### src/rtl/normaliza_arredonda_if.sv
// Handshake and data bundle between the big-ALU stage and the
// normalise/round stage. Signal names match the original port list.
interface normaliza_arredonda_if;
    logic        start;
    logic        sinal_in;
    logic [7:0]  expoente_in;
    logic [27:0] mantissa_in;
    logic [31:0] resultado;
    logic        pronto;
    logic        ocupado;
    logic        overflow;
    logic        underflow;

    // Producer side: issues operands and observes the packed result.
    modport master (
        output start, sinal_in, expoente_in, mantissa_in,
        input  resultado, pronto, ocupado, overflow, underflow
    );

    // Normalise/round unit side.
    modport slave (
        input  start, sinal_in, expoente_in, mantissa_in,
        output resultado, pronto, ocupado, overflow, underflow
    );
endinterface

### src/rtl/normaliza_arredonda.sv
// Normalises a 28-bit big-ALU sum one bit per cycle, rounds it to nearest
// even and packs an IEEE-754 single. No denormals: underflow flushes to zero.
// Mantissa layout: [27] carry, [26] hidden, [25:3] fraction, [2:0] G/R/S.
module normaliza_arredonda (
    input  logic                          clk,
    input  logic                          reset,
    normaliza_arredonda_if.slave          bus
);

    typedef enum logic [2:0] {
        OCIOSO,
        NORMALIZA,
        ARREDONDA,
        VERIFICA,
        FIM
    } estado_t;

    estado_t     estado_q,    estado_d;
    logic        sinal_q,     sinal_d;
    logic [8:0]  expoente_q,  expoente_d;
    logic [27:0] mantissa_q,  mantissa_d;
    logic [31:0] resultado_q, resultado_d;
    logic        overflow_q,  overflow_d;
    logic        underflow_q, underflow_d;

    // Exponent is 9 bits so the 255 check after an increment never wraps.
    logic [8:0]  expoente_inc;
    logic        incrementa;

    assign expoente_inc = expoente_q + 9'd1;
    // Round-to-nearest-even: above half, or exactly half with odd LSB.
    assign incrementa   = mantissa_q[2] & (mantissa_q[1] | mantissa_q[0] | mantissa_q[3]);

    // State and datapath registers; reset clears everything.
    always_ff @(posedge clk) begin
        if (reset) begin
            estado_q    <= OCIOSO;
            sinal_q     <= 1'b0;
            expoente_q  <= '0;
            mantissa_q  <= '0;
            resultado_q <= '0;
            overflow_q  <= 1'b0;
            underflow_q <= 1'b0;
        end else begin
            estado_q    <= estado_d;
            sinal_q     <= sinal_d;
            expoente_q  <= expoente_d;
            mantissa_q  <= mantissa_d;
            resultado_q <= resultado_d;
            overflow_q  <= overflow_d;
            underflow_q <= underflow_d;
        end
    end

    // Next-state and datapath: one normalisation step per NORMALIZA cycle.
    always_comb begin
        estado_d    = estado_q;
        sinal_d     = sinal_q;
        expoente_d  = expoente_q;
        mantissa_d  = mantissa_q;
        resultado_d = resultado_q;
        overflow_d  = overflow_q;
        underflow_d = underflow_q;

        case (estado_q)
            OCIOSO: begin
                if (bus.start) begin
                    sinal_d     = bus.sinal_in;
                    expoente_d  = {1'b0, bus.expoente_in};
                    mantissa_d  = bus.mantissa_in;
                    overflow_d  = 1'b0;
                    underflow_d = 1'b0;
                    estado_d    = NORMALIZA;
                end
            end

            NORMALIZA: begin
                if (mantissa_q == '0) begin
                    resultado_d = {sinal_q, 31'd0};
                    estado_d    = FIM;
                end else if (mantissa_q[27]) begin
                    // Right shift keeps the dropped bit in the sticky position.
                    mantissa_d = {1'b0, mantissa_q[27:2], mantissa_q[1] | mantissa_q[0]};
                    if (expoente_inc >= 9'd255) begin
                        overflow_d  = 1'b1;
                        resultado_d = {sinal_q, 8'hFF, 23'd0};
                        estado_d    = FIM;
                    end else begin
                        expoente_d = expoente_inc;
                    end
                end else if (!mantissa_q[26]) begin
                    if (expoente_q <= 9'd1) begin
                        underflow_d = 1'b1;
                        resultado_d = {sinal_q, 31'd0};
                        estado_d    = FIM;
                    end else begin
                        mantissa_d = {mantissa_q[26:0], 1'b0};
                        expoente_d = expoente_q - 9'd1;
                    end
                end else begin
                    estado_d = ARREDONDA;
                end
            end

            ARREDONDA: begin
                mantissa_d = mantissa_q + {24'd0, incrementa, 3'b000};
                estado_d   = VERIFICA;
            end

            VERIFICA: begin
                // A rounding carry into [27] renormalises by one; the fraction
                // is then taken one bit higher instead of shifting first.
                if (mantissa_q[27]) begin
                    expoente_d = expoente_inc;
                    if (expoente_inc >= 9'd255) begin
                        overflow_d  = 1'b1;
                        resultado_d = {sinal_q, 8'hFF, 23'd0};
                    end else begin
                        resultado_d = {sinal_q, expoente_inc[7:0], mantissa_q[26:4]};
                    end
                end else begin
                    resultado_d = {sinal_q, expoente_q[7:0], mantissa_q[25:3]};
                end
                estado_d = FIM;
            end

            FIM: begin
                estado_d = OCIOSO;
            end

            default: begin
                estado_d = OCIOSO;
            end
        endcase
    end

    assign bus.resultado = resultado_q;
    assign bus.overflow  = overflow_q;
    assign bus.underflow = underflow_q;
    assign bus.pronto    = (estado_q == FIM);
    assign bus.ocupado   = (estado_q != OCIOSO);

endmodule

### src/flat_wrapper.sv
// flat-port wrapper written by rule: the top's interface ports become plain ports
module normaliza_arredonda_flat 
  (clk, reset, bus_start, bus_sinal_in, bus_expoente_in, bus_mantissa_in, bus_resultado, bus_pronto, bus_ocupado, bus_overflow, bus_underflow);
  normaliza_arredonda_if bus_i ();
  input  logic clk;
  input  logic reset;
  input wire logic [$bits(bus_i.start)-1:0] bus_start;
  input wire logic [$bits(bus_i.sinal_in)-1:0] bus_sinal_in;
  input wire logic [$bits(bus_i.expoente_in)-1:0] bus_expoente_in;
  input wire logic [$bits(bus_i.mantissa_in)-1:0] bus_mantissa_in;
  output wire logic [$bits(bus_i.resultado)-1:0] bus_resultado;
  output wire logic [$bits(bus_i.pronto)-1:0] bus_pronto;
  output wire logic [$bits(bus_i.ocupado)-1:0] bus_ocupado;
  output wire logic [$bits(bus_i.overflow)-1:0] bus_overflow;
  output wire logic [$bits(bus_i.underflow)-1:0] bus_underflow;
  assign bus_i.start = bus_start;
  assign bus_i.sinal_in = bus_sinal_in;
  assign bus_i.expoente_in = bus_expoente_in;
  assign bus_i.mantissa_in = bus_mantissa_in;
  assign bus_resultado = bus_i.resultado;
  assign bus_pronto = bus_i.pronto;
  assign bus_ocupado = bus_i.ocupado;
  assign bus_overflow = bus_i.overflow;
  assign bus_underflow = bus_i.underflow;
  normaliza_arredonda u_core (.clk(clk), .reset(reset), .bus(bus_i));
endmodule
### config.mk
export PLATFORM = sky130hd
export DESIGN_NAME = normaliza_arredonda_flat
export DESIGN_NICKNAME = d
export VERILOG_FILES = /design/src/rtl/normaliza_arredonda_if.sv /design/src/rtl/normaliza_arredonda.sv /design/src/flat_wrapper.sv
export SDC_FILE = /design/constraint.sdc
export NUM_CORES = 1
export LEC_CHECK = 0
export CAP_MARGIN = 20
export CORE_MARGIN = 1.5
export CORE_UTILIZATION = 40
export CTS_CLUSTER_DIAMETER = 200
export DETAILED_ROUTE_END_ITERATION = 6
export SLEW_MARGIN = 25
export SYNTH_ARGS = -nofsm -noshare
export SYNTH_HDL_FRONTEND = slang
export SYNTH_SLANG_ARGS = --single-unit
### constraint.sdc
create_clock -name clk -period 3.85 [get_ports clk]
set_clock_uncertainty 0.15 [all_clocks]
set_input_delay 0.77 -clock clk [delete_from_list [all_inputs] [get_ports clk]]
set_output_delay 0.77 -clock clk [all_outputs]
set_load 0.02 [all_outputs]
==> summary.txt <==
Status
  • Status: finished clean

Layout
  • Share of layout cells above drive strength 1: 0.0825
  • Nets: 719
  • Most frequent cells in the layout: dfxtp_1 (75), clkdlybuf4s50_1 (74), nand2_1 (61)
  • Synth-to-layout area growth: 23.0%
  • Filler cells: 1183
  • Multi-input logic area: 3140 µm²
  • Ant. Diodes: 0
  • Register Area: 1500 µm²
  • Most common cell after layout, fill and taps aside: dfxtp_1

Synth
  • Syn_area_per_cell: 7.81 µm²
  • Top FF cell, synth: dfxtp_1
  • Synth Net Count: 682
  • Share of the synthesized area in the top cell type: 0.302
  • Syn. warnings: 0
  • Post-synth EDFFs: 0
  • Top cells by area, synth: dfxtp_1 (30%), a221o_1 (6.0%), nand2_1 (4.6%)
  • Post-synth ARST share: 0
  • Post-synthesis cell type count: 74
  • Register area share after synthesis: 0.302
  • Number of synthesized register bits: 75
  • Cell count after synthesis: 637
  • Mapped cell area: 4970 µm²
  • Largest area contributor in the netlist: dfxtp_1

Min path
  • Hold Path End: u_core.bus.resultado[29]
  • Hold-critical path depth: 2
  • Worst hold start: u_core.bus.resultado[29]
  • Hold Crit Class: flip-flop to flip-flop

Drt
  • Max layer used: met4
  • Iter 0 DRT Violations: 734
  • Antenna Violating Nets Remaining: 0
  • DRC Markers: 0
  • Routed wire per std cell: 19.6 µm
  • Drt total wl: 16600 µm
  • Vias post-DR: 5338
  • Wl on met1: 8160 µm
  • WL met3: 1470 µm
  • Vias per inst: 6.30
  • Drt first pass iters: 7
  • DR WL met2: 6770 µm

Floorplanning
  • Row cnt: 40
  • Die H: 115 µm
  • Total I/O pin count: 76
  • Die area: 13100 µm²
  • Die width: 115 µm
  • Initial core utilization: 0.412
  • CORE AREA: 12100 µm²

Run
  • Total of max-cap violations: 0

Setup path
  • Top delay family on crit path: compound AO/OA/AOI/OAI gates
  • CP max-delay cell: dfxtp_1
  • FF-to-FF setup slack: 580 ps
  • Worst setup SP type: flip-flop
  • Cells along the critical path: inv_1, ha_1, nand2b_1, a2111o_1, a221o_1, a21oi_4, or2_1, mux2_2
  • CP Capture Type: flip-flop
  • Worst R2R End: u_core.expoente_q[8]
  • Reg2reg start: u_core.expoente_q[0]
  • R2R cell count: 8
  • CP required: 3940 ps
  • CP max FO: 13
  • Worst stage delay on the critical path: 530 ps
  • Worst Path Buf+Inv: 1
  • CP arrival: 3360 ps
  • Kind of critical path: flip-flop to flip-flop

Global routing
  • Grt ovf: 0
  • First-pass GRT wire length: 26700 µm
  • Initial antenna violation count: 0
  • Vias in the first global route: 4917
  • Largest net degree at the start of global routing: 51
  • Gr usage total: 0.261

Timing
  • Final Setup Violations: 0
  • Slew headroom: 0.465
  • Post-route minimum period: 3270 ps
  • Max-slew violation count: 0
  • Achievable Freq: 306 MHz
  • RSZ-0062 raised after global routing: no
  • Setup TNS: 0 ps
  • Worst Max-Slew Pin Slew: 801 ps
  • Hold Fails Final Rpt: 0
  • Fin crit share: 0.849

Clock network
  • CTS HTree Levels: 3
  • Clk pin slew, worst setup/hold paths: 60 ps
  • Resize count post-CTS: 0
  • CTS Buffer Depth: 2
  • Post-CTS Setup Bufs: 0
  • Root buf cell: clkbuf_16
  • Worst-Skew Late Latency: 350 ps
  • Hold buffer count at CTS: 0
  • Cts bufs inserted: 9
  • CTS Sinks: 75
  • CTS tree: yes

Power and ir drop
  • Worst VDD drop: 0.350 mV
  • Total power: 4.42 mW
  • Lkg Pwr: 2.14 nW
  • Pwr Density: 722 nW/µm²

Placement
  • Buffers on Ports: 75
  • Routability cong.: 0.903
  • Final HPWL DP: 11600 µm
worst min-delay path, stage by stage, from the launching register on:
cell and delay [ps]:
dfxtp_1 310, nand2_1 50, mux2i_1 60
sequential cells by signal (all words and copies together) (netlist names):
name / flops
u_core.bus.overflow: 1
u_core.bus.resultado: 32
u_core.bus.underflow: 1
u_core.estado_q: 3
u_core.expoente_q: 9
u_core.mantissa_q: 28
u_core.sinal_q: 1
synth_stat cells, drive strengths merged (4+ instances only):
| library cell | number |
|---|---|
| a222oi | 12 |
| nor2 | 50 |
| clkbuf | 43 |
| o21bai | 4 |
| and4 | 4 |
| xor2 | 5 |
| or2 | 4 |
| inv | 15 |
| o211ai | 12 |
| and3 | 15 |
| nor2b | 7 |
| ha | 5 |
| mux2i | 4 |
| nand2b | 5 |
| nor3 | 22 |
| a221oi | 9 |
| a21o | 5 |
| a31oi | 6 |
| nand3 | 22 |
| o22ai | 6 |
| o21ai | 17 |
| o311ai | 4 |
| o32ai | 6 |
| nand2 | 62 |
| xnor2 | 11 |
| a21oi | 44 |
| a311oi | 5 |
| nand4 | 10 |
| dfxtp | 75 |
| o31ai | 5 |
| nor4 | 14 |
| a221o | 30 |
| a211oi | 8 |
| nand3b | 4 |
| buf | 27 |
| and2 | 8 |
worst max-delay path by stage:
stage,startpoint,to,cells after the start
after floorplan,u_core.expoente_q[0],u_core.expoente_q[8],10
after global placement,u_core.expoente_q[0],u_core.expoente_q[8],8
after detailed placement,u_core.expoente_q[0],u_core.expoente_q[8],8
after CTS,u_core.expoente_q[0],u_core.expoente_q[8],8
after global routing,u_core.estado_q[0],u_core.mantissa_q[15],6
final,u_core.expoente_q[0],u_core.expoente_q[8],8
routing by layer:
metal | GRT usage | vias up
met5 | 0 | -
met4 | 0.0717 | 0
met3 | 0.0588 | 22
met2 | 0.361 | 278
met1 | 0.400 | 2520
li1 | - | 2518
power breakdown:
part	internal [mW]	switching, mW	leakage (nW)
clock network	0.510	0.367	0.144
logic	0.833	1.18	1.39
registers	0.984	0.539	0.612
total	2.33	2.09	2.14
metrics by stage:
step	worst slack, ps	hold slack, ps	instance area, µm²	util	instances
floorplan	1030	287	4970	-	637
global placement	632	305	5820	0.482	831
detailed placement	628	309	5820	0.482	831
CTS	620	319	6120	0.507	847
global route	406	333	6120	0.507	847
finish	580	316	6120	0.507	847
logic make-up (layout without fill, tap and decap cells):
| group | after synthesis | after routing | share of synthesized area |
|---|---|---|---|
| XOR/XNOR | 16 | 16 | 0.0282 |
| multiplexers | 7 | 7 | 0.0148 |
| AO/OA/AOI/OAI | 210 | 210 | 0.324 |
| AND/OR/NAND/NOR | 239 | 239 | 0.248 |
| buffers and inverters | 85 | 127 | 0.0699 |
| adder cells (fa/ha/maj) | 5 | 5 | 0.0126 |
| flip-flops | 75 | 75 | 0.302 |
cell type report:
cell class,instances,area share
repair buffers,96,0.148
clock inverters,6,0.0119
inverters,15,0.00920
clock buffers,10,0.0374
flip-flops and latches,75,0.245
well taps,168,0.0344
multi-input cells,477,0.514
No activity file was read; power rests on OpenSTA's default activity.
